File: src/rtl/matmul_pkg.sv
// Shared types and helpers for the streaming N x N matrix multiplier.
package matmul_pkg;

  typedef enum logic [1:0] {
    ST_LOAD    = 2'd0,
    ST_COMPUTE = 2'd1,
    ST_DRAIN   = 2'd2
  } state_t;

  function automatic int clog2(input int v);
    int r;
    r = 0;
    while ((1 << r) < v) r++;
    return r;
  endfunction

  // Saturates to the signed ow-bit range when sat is set; the caller keeps the low ow bits.
  function automatic logic signed [63:0] narrow(input logic signed [63:0] v,
                                                input int ow, input logic sat);
    logic signed [63:0] hi;
    logic signed [63:0] lo;
    hi = (64'sd1 <<< (ow - 1)) - 64'sd1;
    lo = -(64'sd1 <<< (ow - 1));
    if (sat && (v > hi)) return hi;
    if (sat && (v < lo)) return lo;
    return v;
  endfunction

endpackage

File: src/rtl/matmul_nxn_stream_mac.sv
// Signed DW x DW multiply feeding an ACCW-bit accumulator with clear and enable.
module matmul_mac #(
  parameter int DW   = 4,
  parameter int ACCW = 9
) (
  input  logic                   clk,
  input  logic                   rst_n,
  input  logic                   i_en,
  input  logic                   i_clr,
  input  logic signed [DW-1:0]   i_a,
  input  logic signed [DW-1:0]   i_b,
  output logic signed [ACCW-1:0] o_sum
);

  logic signed [2*DW-1:0] w_prod;
  logic signed [ACCW-1:0] r_acc;

  assign w_prod = i_a * i_b;
  assign o_sum  = r_acc + ACCW'(w_prod);

  // o_sum is the completed dot product on the clearing cycle.
  always_ff @(posedge clk or negedge rst_n) begin
    if (!rst_n) begin
      r_acc <= '0;
    end else if (i_en) begin
      r_acc <= i_clr ? '0 : o_sum;
    end
  end

endmodule

File: src/rtl/matmul_nxn_stream.sv
// Streaming signed C = A x B: load 2*N*N operands, one MAC per cycle, drain N*N results.
//   state      | meaning
//   ST_LOAD    | accept A then B elements, row-major
//   ST_COMPUTE | N^3 MAC cycles, i/j/k nested, fill C buffer
//   ST_DRAIN   | stream C out row-major with the job error flag
module matmul_nxn_stream
  import matmul_pkg::*;
#(
  parameter int N  = 2,
  parameter int DW = 4,
  parameter int OW = 8
) (
  input  logic                 clk,
  input  logic                 rst_n,
  input  logic                 ena,
  input  logic                 sat_en,
  input  logic                 in_valid,
  output logic                 in_ready,
  input  logic signed [DW-1:0] in_data,
  output logic                 out_valid,
  input  logic                 out_ready,
  output logic signed [OW-1:0] out_data,
  output logic                 out_err,
  output logic                 busy
);

  localparam int ACCW = 2*DW + clog2(N);
  localparam int NN   = N*N;
  localparam int LW   = clog2(2*NN);
  localparam int IW   = clog2(N);
  localparam int CW   = clog2(NN);

  logic signed [DW-1:0] r_op [2*NN];
  logic signed [OW-1:0] r_c  [NN];

  state_t          r_state;
  logic [LW-1:0]   r_lidx;
  logic [IW-1:0]   r_i, r_j, r_k;
  logic [CW-1:0]   r_oidx;
  logic            r_err;
  logic            r_sat;

  logic                   w_in_hs;
  logic                   w_out_hs;
  logic                   w_last_k;
  logic                   w_mac_en;
  logic                   w_is_min;
  logic signed [DW-1:0]   w_a;
  logic signed [DW-1:0]   w_b;
  logic signed [ACCW-1:0] w_sum;
  logic signed [OW-1:0]   w_cval;
  logic [CW-1:0]          w_cidx;

  assign in_ready  = rst_n & ena & (r_state == ST_LOAD);
  assign out_valid = ena & (r_state == ST_DRAIN);
  assign out_data  = (r_state == ST_DRAIN) ? r_c[r_oidx] : '0;
  assign out_err   = (r_state == ST_DRAIN) & r_err;
  assign busy      = (r_state != ST_LOAD);

  assign w_in_hs  = in_valid & in_ready;
  assign w_out_hs = out_valid & out_ready;
  assign w_last_k = (r_k == IW'(N-1));
  assign w_mac_en = ena & (r_state == ST_COMPUTE);
  assign w_is_min = (in_data == {1'b1, {(DW-1){1'b0}}});

  assign w_a    = r_op[LW'(int'(r_i)*N + int'(r_k))];
  assign w_b    = r_op[LW'(NN + int'(r_k)*N + int'(r_j))];
  assign w_cidx = CW'(int'(r_i)*N + int'(r_j));
  assign w_cval = r_err ? '0 : OW'(narrow(64'(w_sum), OW, r_sat));

  matmul_mac #(.DW(DW), .ACCW(ACCW)) u_mac (
    .clk   (clk),
    .rst_n (rst_n),
    .i_en  (w_mac_en),
    .i_clr (w_last_k),
    .i_a   (w_a),
    .i_b   (w_b),
    .o_sum (w_sum)
  );

  // Operand and result storage carry no reset; the sequencer never reads stale slots.
  always_ff @(posedge clk) begin
    if (w_in_hs) r_op[r_lidx] <= in_data;
    if (w_mac_en && w_last_k) r_c[w_cidx] <= w_cval;
  end

  always_ff @(posedge clk or negedge rst_n) begin
    if (!rst_n) begin
      r_state <= ST_LOAD;
      r_lidx  <= '0;
      r_i     <= '0;
      r_j     <= '0;
      r_k     <= '0;
      r_oidx  <= '0;
      r_err   <= 1'b0;
      r_sat   <= 1'b0;
    end else begin
      case (r_state)
        ST_LOAD: begin
          if (w_in_hs) begin
            r_err <= (r_lidx == '0) ? w_is_min : (r_err | w_is_min);
            if (r_lidx == LW'(2*NN-1)) begin
              r_lidx  <= '0;
              r_sat   <= sat_en;
              r_state <= ST_COMPUTE;
            end else begin
              r_lidx <= r_lidx + 1'b1;
            end
          end
        end
        ST_COMPUTE: begin
          if (ena) begin
            if (w_last_k) begin
              r_k <= '0;
              if (r_j == IW'(N-1)) begin
                r_j <= '0;
                if (r_i == IW'(N-1)) begin
                  r_i     <= '0;
                  r_state <= ST_DRAIN;
                end else begin
                  r_i <= r_i + 1'b1;
                end
              end else begin
                r_j <= r_j + 1'b1;
              end
            end else begin
              r_k <= r_k + 1'b1;
            end
          end
        end
        ST_DRAIN: begin
          if (w_out_hs) begin
            if (r_oidx == CW'(NN-1)) begin
              r_oidx  <= '0;
              r_state <= ST_LOAD;
            end else begin
              r_oidx <= r_oidx + 1'b1;
            end
          end
        end
        default: r_state <= ST_LOAD;
      endcase
    end
  end

endmodule

File: config.mk
export PLATFORM = sky130hd
export DESIGN_NAME = matmul_nxn_stream
export DESIGN_NICKNAME = d
export VERILOG_FILES = /design/src/rtl/matmul_pkg.sv /design/src/rtl/matmul_nxn_stream_mac.sv /design/src/rtl/matmul_nxn_stream.sv
export SDC_FILE = /design/constraint.sdc
export NUM_CORES = 1
export LEC_CHECK = 0
export CAP_MARGIN = 15
export CORE_UTILIZATION = 55
export DETAILED_ROUTE_END_ITERATION = 16
export PLACE_DENSITY = 0.82
export SLEW_MARGIN = 0
export SYNTH_ARGS = -nofsm -noshare
export SYNTH_HDL_FRONTEND = slang
export SYNTH_SLANG_ARGS = --single-unit
export TNS_END_PERCENT = 1
File: constraint.sdc
create_clock -name clk -period 5.5 [get_ports clk]
set_clock_uncertainty 0.05 [all_clocks]
set_input_delay 0.55 -clock clk [delete_from_list [all_inputs] [get_ports clk]]
set_output_delay 0.55 -clock clk [all_outputs]
set_load 0.03 [all_outputs]
# After elaboration in Yosys (flattened, before gate mapping)
# Memories as Yosys holds them, arrays and structs flattened.
# Index checks and enable logic that the tools add are counted.
# W data, S select, Z words.
word_totals:
  register_bits: 21
  ramBits: 64
  inputBits: 10
  out_inout_bits: 12
  wordCells: 87
  memories: 2
classes:
  addsub: 10
  n_mul: 1
  magnitude_cmp: 2
  n_eq_ne: 13
  mux: 29
  bitwise: 8
  reduce_logical: 13
memory_table:
  columns: ["memory", "words", "word_bits", "rd", "rd_ports_with_merged_regs", "write_ports", "line", "text"]
  rows:
  - ["r_c", 4, 8, 1, 0, 1, "matmul_nxn_stream.sv:34", "logic signed [OW-1:0] r_c [NN];"]
  - ["r_op", 8, 4, 2, 0, 1, "matmul_nxn_stream.sv:33", "logic signed [DW-1:0] r_op [2*NN];"]
ops:
  columns: ["cell", "count"]
  rows:
  - ["$mux W8", 6]
  - ["$mux W2", 9]
  - ["$ne A2 B2 Y1 const B", 6]
  - ["$mux W1", 11]
  - ["$add A9 B8 Y9", 1]
  - ["$gt A9 B8 Y1 const B", 1]
  - ["$lt A9 B8 Y1 const B", 1]
  - ["$mux W9", 1]
  - ["$mul A4 B4 Y8", 1]
  - ["$reduce_and A8 Y1", 1]
  - ["$and A1 B1 Y1", 7]
  - ["$pmux W2 S3", 1]
  - ["$reduce_and A2 Y1", 3]
  - ["$reduce_and A3 Y1", 2]
  - ["$eq A2 B2 Y1 const B", 2]
  - ["$eq A4 B4 Y1 const B", 1]
  - ["$ne A2 B1 Y1 const B", 2]
  - ["$reduce_and A4 Y1", 1]
  - ["$add A1 B1 Y1 const B", 3]
  - ["$add A2 B1 Y3", 1]
  - ["$add A3 B1 Y3", 1]
  - ["$add A3 B1 Y3 const B", 1]
  - ["$add A3 B2 Y3 const A", 1]
  - ["$eq A3 B3 Y1 const B", 1]
  - ["other kinds (9)", 11]

# Depth between registers and ports, before layout
# Gate-level depths: netlist of run 1.
# An unclocked memory read counts as a cell.
depth:
  ltp_word: 12
  depth_mapped: 18

# Cells and area by module
# A second synthesis of run 1 with hierarchy kept.
unflattened:
  hier_cells: 338
  hier_area_um2: 4550.6
by_module_without_submodules:
  columns: ["module", "n_inst", "cells_each", "area_each_um2", "seq_area_each_um2"]
  rows:
  - ["matmul_nxn_stream", 1, 195, 3239.4, 2222.1]
  - ["matmul_mac", 1, 143, 1311.3, 225.2]

# Worst setup path after synthesis of run 1
# No wires, ideal clock.
synth_timing:
  path_type: "reg2reg"
  start: "register r_j"
  end: "memory r_c[0][7], data pin"
  setup_ns: 0.266
  arrival_time_ns: 4.441
  path_slack_ns: 0.743
  stages_incl_launch_ff: 17
  cell_sequence: "dfrtp_1 buf_6 mux4_1 and2_1 fa_1 fa_1 inv_1 fa_1 inv_1 ha_1 a21o_1 nand4_1 and3_1 or2_1 buf_6 xnor2_4 a22o_1"
synth_between:
  elab_chain_len: 11
  word_cells_on_any_way: 15
synth_rtl:
  columns: ["element", "line", "text"]
  rows:
  - ["start: declaration", "matmul_nxn_stream.sv:38", "logic [IW-1:0] r_i, r_j, r_k;"]
  - ["start signal: assignment", "matmul_nxn_stream.sv:124", "r_j <= r_j + 1'b1;"]
  - ["$add A3 B1 Y3 (*)", "matmul_nxn_stream.sv:67", "assign w_b = r_op[LW'(NN + int'(r_k)*N + int'(r_j))];"]
  - ["$mem_v2 Z8 W4 (*)", null, null]
  - ["$mul A4 B4 Y8 (*)", "matmul_nxn_stream_mac.sv:18", "assign w_prod = i_a * i_b;"]
  - ["$add A9 B8 Y9 (*)", "matmul_nxn_stream_mac.sv:19", "assign o_sum = r_acc + ACCW'(w_prod);"]
  - ["$lt A9 B8 Y1", "matmul_pkg.sv:25", "if (sat && (v < lo)) return lo;"]
  - ["$logic_and A1 B1 Y1", "matmul_pkg.sv:25", null]
  - ["$mux W1 (2 in a row)", "matmul_pkg.sv:25", null]
  - ["$mux W8", "matmul_pkg.sv:26", "return v;"]
  - ["$mux W8 (*)", "matmul_pkg.sv:25", null]
  - ["$mux W8 (*)", "matmul_nxn_stream.sv:69", "assign w_cval = r_err ? '0 : OW'(narrow(64'(w_sum), OW, r_sat));"]
  - ["via w_cval[7]", "matmul_nxn_stream.sv:51", "logic signed [OW-1:0] w_cval;"]
  - ["end: declaration", "matmul_nxn_stream.sv:34", null]
# Mark *: on every way through the listed nets, which the timed path passes. The rest lies on a longest branch. The select of a mux whose other input is x is not followed.

# Worst setup path in the final report of run 1
layout_timing:
  start: "register r_j"
  end: "memory r_c[3][0], data pin"
# Same word-level chain as after synthesis.

==> results of run 1 <==
kinds of logic after synthesis:
family | Yosys count | synth area share, %
and+or+nand+nor | 112 | 12.64
adders and majority gates | 39 | 12.82
muxes | 19 | 8.705
xor gates and xnor gates | 10 | 2.532
DFF | 85 | 51.60
buffers and inverters | 56 | 4.959
AOI/OAI and AO/OA | 45 | 6.753
Yosys cell counts, drive strengths merged, types with 7 or more instances:
cell type	number
a21oi	7
ha	23
inv	40
nor3	8
nand2	33
nor2b	19
edfxtp	64
nand2b	7
xnor2	8
dfrtp	21
mux4	16
clkbuf	11
nor2	12
fa	16
and2	11
o21ai	13
final cells by class:
class	instances	area (um^2)
fill	607	3064
sequential	85	2449
inverter	40	150.1
multi-input combinational	225	2073
timing repair buffer	25	240.2
tap	105	131.4
clock inverter	7	67.56
clock buffer	9	123.9
what timing repair did:
action | in CTS | in global routing
setup endpoints to repair | 0 | 32
resized for setup | 0 | 4
setup buffers | 0 | 0
sequential cells by signal (all words and copies together), names as in the netlist:
| register | count |
|---|---|
| r_k | 1 |
| r_lidx | 3 |
| u_mac.r_acc | 9 |
| r_j | 1 |
| r_c | 32 |
| r_sat | 1 |
| r_state | 2 |
| r_oidx | 2 |
| r_op | 32 |
| r_err | 1 |
| r_i | 1 |
stage by stage:
stage	area, um^2	TNS (ns)	instances	util [%]
floorplan	4743	0	366	-
global placement	5030	0	480	60.61
detailed placement	5030	0	480	60.61
CTS	5221	0	496	62.91
global route	5235	-0.06925	496	63.08
finish	5235	0	496	63.08
worst paths after layout:
kind / cells past startpoint / slack, ns / from / end
worst max-delay path: 14 / 0.22 / r_j / r_c[3][0]
worst min-delay path: 2 / 0.45 / u_mac.r_acc[1] / u_mac.r_acc[1]
worst max register to register: 14 / 0.22 / r_j / r_c[3][0]
worst min register to register: 2 / 0.45 / u_mac.r_acc[1] / u_mac.r_acc[1]
max in group asynchronous: 1 / 4.11 / rst_n / r_j
min in group asynchronous: 1 / 0.66 / rst_n / r_lidx[1]
placed cells by master, fill, tap and decap left out, drive strengths merged, types with 9 or more instances in the layout:
cell type and count:
edfxtp 64, inv 43, nand2 33, ha 23, clkdlybuf4s50 21, dfrtp 21, nor2b 19, fa 16
mux4 16, o21ai 13, nor2 12, and2 11, clkbuf 9
metal layers:
metal / track usage, % / vias to the layer above / part of all wire, %
met4: 9.217 / 0 / 3.3
met5: 0 / - / 0
li1: - / 1351 / -
met2: 35.49 / 86 / 50
met1: 27.40 / 1442 / 42
met3: 4.267 / 26 / 4.6
critical path, stage by stage (launching register included):
cell and delay [ns]:
dfrtp_2 0.50, mux4_1 0.66, and2_1 0.26, fa_1 0.51, fa_1 0.54, inv_1 0.05, fa_1 0.52, inv_1 0.04
ha_1 0.35, a21o_1 0.17, nand4_1 0.12, and3_1 0.21, or2_1 0.40, a31oi_2 0.31, o2111ai_1 0.27
==> reports/metrics.cfg, run 1 <==
[cts]
clkTransAtPathRegs_ns = 0.10
worstSkewPairLatency_ns = 0.35
htreeDepth = 3
root_buffer = clkbuf_8
clk_path_buf_depth = 2
cts-buffers-inserted = 9
cts_tree = done
cts_hold_buf = 0
cts_sinks = 85

[timing]
tightest_slew_ns = 1.016
whs_ns = 0.4498
hold_violations = 0
finalCriticalPeriod_ns = 5.281
fin_ws_ns = 0.2194
finalMaxSlewViolations = 0
max_freq_mhz = 189.4
final-setup-viol-count = 0
relSlewSlack_pct = 31.62
period_share_pct = 96.01

[synth]
async_flop_share_pct = 24.71
synth.largest_area_cell = edfxtp_1
ys_ff_latch = 85
netlist_instances = 366
syn-num-nets = 415
synth_edf_count = 64
yosysTopAreaCellShare_pct = 40.52
ys.warnings.count = 0
syn_area_um2 = 4743
synth.area.top_cells = edfxtp_1, dfrtp_1, fa_1, ha_1, mux4_2
yosysUniqueCellTypes = 51
synth.yosys.seq_area_share_pct = 51.60
synth_ff_type = edfxtp_1
avgSynthCellArea_um2 = 12.96

[layout]
n_antenna_cell = 0
fin_nets = 435
layout-area-overhead-vs-synth_pct = 10.37
drive_gt1_share_pct = 11.25

[critical_path]
cp.required_ns = 5.49
endpoint_kind = flop
cp-start-kind = flop
arrival_ns = 5.27
cp_max_fo = 10
critPathKind = flop to flop

[detailed_routing]
drt-initial-drc-count = 166
drtPass1Iterations = 6
vias_per_cell = 5.857
drt-total-wl_mm = 8.797
post-route-drc-count = 0
antenna_left = 0
detail_route.wl_per_cell_um = 17.74
vias = 2905

[job]
drv_cap = 0

[floorplanning]
dieArea_um2 = 8999
core_area_um2 = 8299
die_h_um = 94.87
start_util_pct = 57.15
ioPinCount = 22
die_w_um = 94.87
rows = 33

[run_status]
status = finished, final reports clean

[placed_design]
dp_slack_ns = 0.1454
dp_hpwl_mm = 6.683
portBuffers = 21
place_congestion = 0.8351

[grt]
grt_pass1_vias = 2966
grt_first_pass_wirelength_mm = 14.16
grt_use_total_pct = 21.41
overflow = 0
antenna_found_initial = 0
grt_max_degree = 23

[min_path]
hold_path.class = flop to flop

Power of run 1 is left out: the tool's default activity adds up to more than one toggle a clock period on the data nets, which glitch-free logic cannot reach.
==> inputs of run 2 (changes only) <==
- PLACE_DENSITY: 0.82 -> 0.74
- SETUP_SLACK_MARGIN: unset -> 0.5
==> run 2 against run 1 <==
Final cell count grew 4.0%. Die area stayed put. Setup slack better by 0.35 ns. Cell area up 8.1%. Critical path depth grew 2. Largest cell class unchanged. Count of clock-buffer cells in the layout up 3. Non-clock buffer count grew 20. Register-to-register slack gained 0.35 ns. Global-route usage is 0.13 points higher.
==> reports/metrics.cfg, run 2 (synthesis results as in run 1) <==
[run_status]
status = finished, final reports clean

[placed_design]
portBuffers = 21
post_dp_cell_area_um2 = 5045
dp_hpwl_mm = 6.571
place_congestion = 0.7947

[floorplanning]
ioPinCount = 22
core_area_um2 = 8299
start_util_pct = 57.15
rows = 33
die_h_um = 94.87
die_w_um = 94.87
dieArea_um2 = 8999

[critical_path]
worstReg2RegStart = r_k
arrival_ns = 5.04
rr_worst_depth = 16
rrSetupSlack_ns = 0.57
cp.required_ns = 5.62
cp-start-kind = flop
critPathKind = flop to flop
endpoint_kind = flop
rr_endpoint = r_c[1][1]
cp_max_fo = 8

[cts]
cts_hold_buf = 0
clk_path_buf_depth = 2
htreeDepth = 3
cts-buffers-inserted = 9
clkTransAtPathRegs_ns = 0.08
cts_sinks = 85
worstSkewPairLatency_ns = 0.34
cts_tree = done
root_buffer = clkbuf_8

[min_path]
holdPathEnd = u_mac.r_acc[0]
hp-start = u_mac.r_acc[0]
hold_path.class = flop to flop
whs_path_depth = 2

[layout]
layout_common_cells = edfxtp_1, inv_1, nand2_1, clkdlybuf4s50_1, buf_4
fin_util_pct = 68.17
drive_gt1_share_pct = 24.33
fin_nets = 455
layout-area-overhead-vs-synth_pct = 19.28
final_common_cell = edfxtp_1
n_antenna_cell = 0
final_area_um2 = 5658
top_regs = r_c: 32 flops, r_op: 32 flops, u_mac.r_acc: 9 flops

[timing]
tightest_slew_ns = 0.9895
relSlewSlack_pct = 33.43
rsz0062_at_grt = yes
hold_violations = 0
whs_ns = 0.4537
finalMaxSlewViolations = 0
max_freq_mhz = 203.0
final-setup-viol-count = 0
finalSetupTns_ns = 0
period_share_pct = 89.59
finalCriticalPeriod_ns = 4.927

[detailed_routing]
detail_route.wl_per_cell_um = 18.14
drtPass1Iterations = 5
vias = 3007
post-route-drc-count = 0
drt-initial-drc-count = 163
vias_per_cell = 5.828
drt-total-wl_mm = 9.361
antenna_left = 0

[grt]
grt_first_pass_wirelength_mm = 14.18
antenna_found_initial = 0
grt_pass1_vias = 2872
grt_use_total_pct = 21.54
grt_max_degree = 22
overflow = 0

[job]
drv_cap = 0

run 2: layer usage:
layer  vias up  share of wire [%]  global-route usage, %
met2        82                 49                  33.15
met3        10                4.9                  3.784
met5         -                  0                      0
met1      1529                 45                  31.25
li1       1386                  -                      -
met4         0                1.0                  6.944
run 2: through the flow:
stage	setup WS (ns)	cells
after global placement	0.2773	482
after CTS	0.4868	499
after detailed placement	0.1725	482
after global routing	0.4258	516
final	0.5727	516
after floorplan	0.7431	366
run 2: cell type report:
type	count	area, um^2
multi-input combinational	225	2317
clock buffer	12	135.1
sequential	85	2451
inverter	40	150.1
fill	551	2641
timing repair buffer	45	422.9
clock inverter	4	50.05
tap	105	131.4
run 2: timing repair:
action,4_1_cts,5_1_grt
buffers inserted,1,17
pin swaps,1,30
setup endpoints to repair,33,33
resized for setup,12,51
gates cloned,0,0
endpoints found under the hold margin,0,0
run 2: critical path, cell delays in order (launching register included):
cell       delay, ns
dfrtp_2         0.42
buf_12          0.12
mux4_2          0.50
buf_4           0.17
mux2_2          0.28
ha_1            0.33
inv_2           0.06
fa_1            0.54
inv_1           0.05
fa_1            0.49
ha_4            0.34
or3b_1          0.35
o211ai_1        0.25
o31ai_2         0.12
nor4b_2         0.40
a31oi_4         0.13
o2111ai_4       0.16
run 2: how the worst max path moves through the flow:
stage | from | to | slack [ns]
6_report | r_k | r_c[1][1] | 0.57
2_1_floorplan | r_j | r_c[0][7] | 0.74
4_1_cts | r_j | r_c[1][1] | 0.49
3_3_place_gp | r_j | r_c[0][2] | 0.28
5_1_grt | r_k | r_c[1][1] | 0.43
3_5_place_dp | r_j | r_c[2][0] | 0.17
Power of run 2 is left out for the same reason.
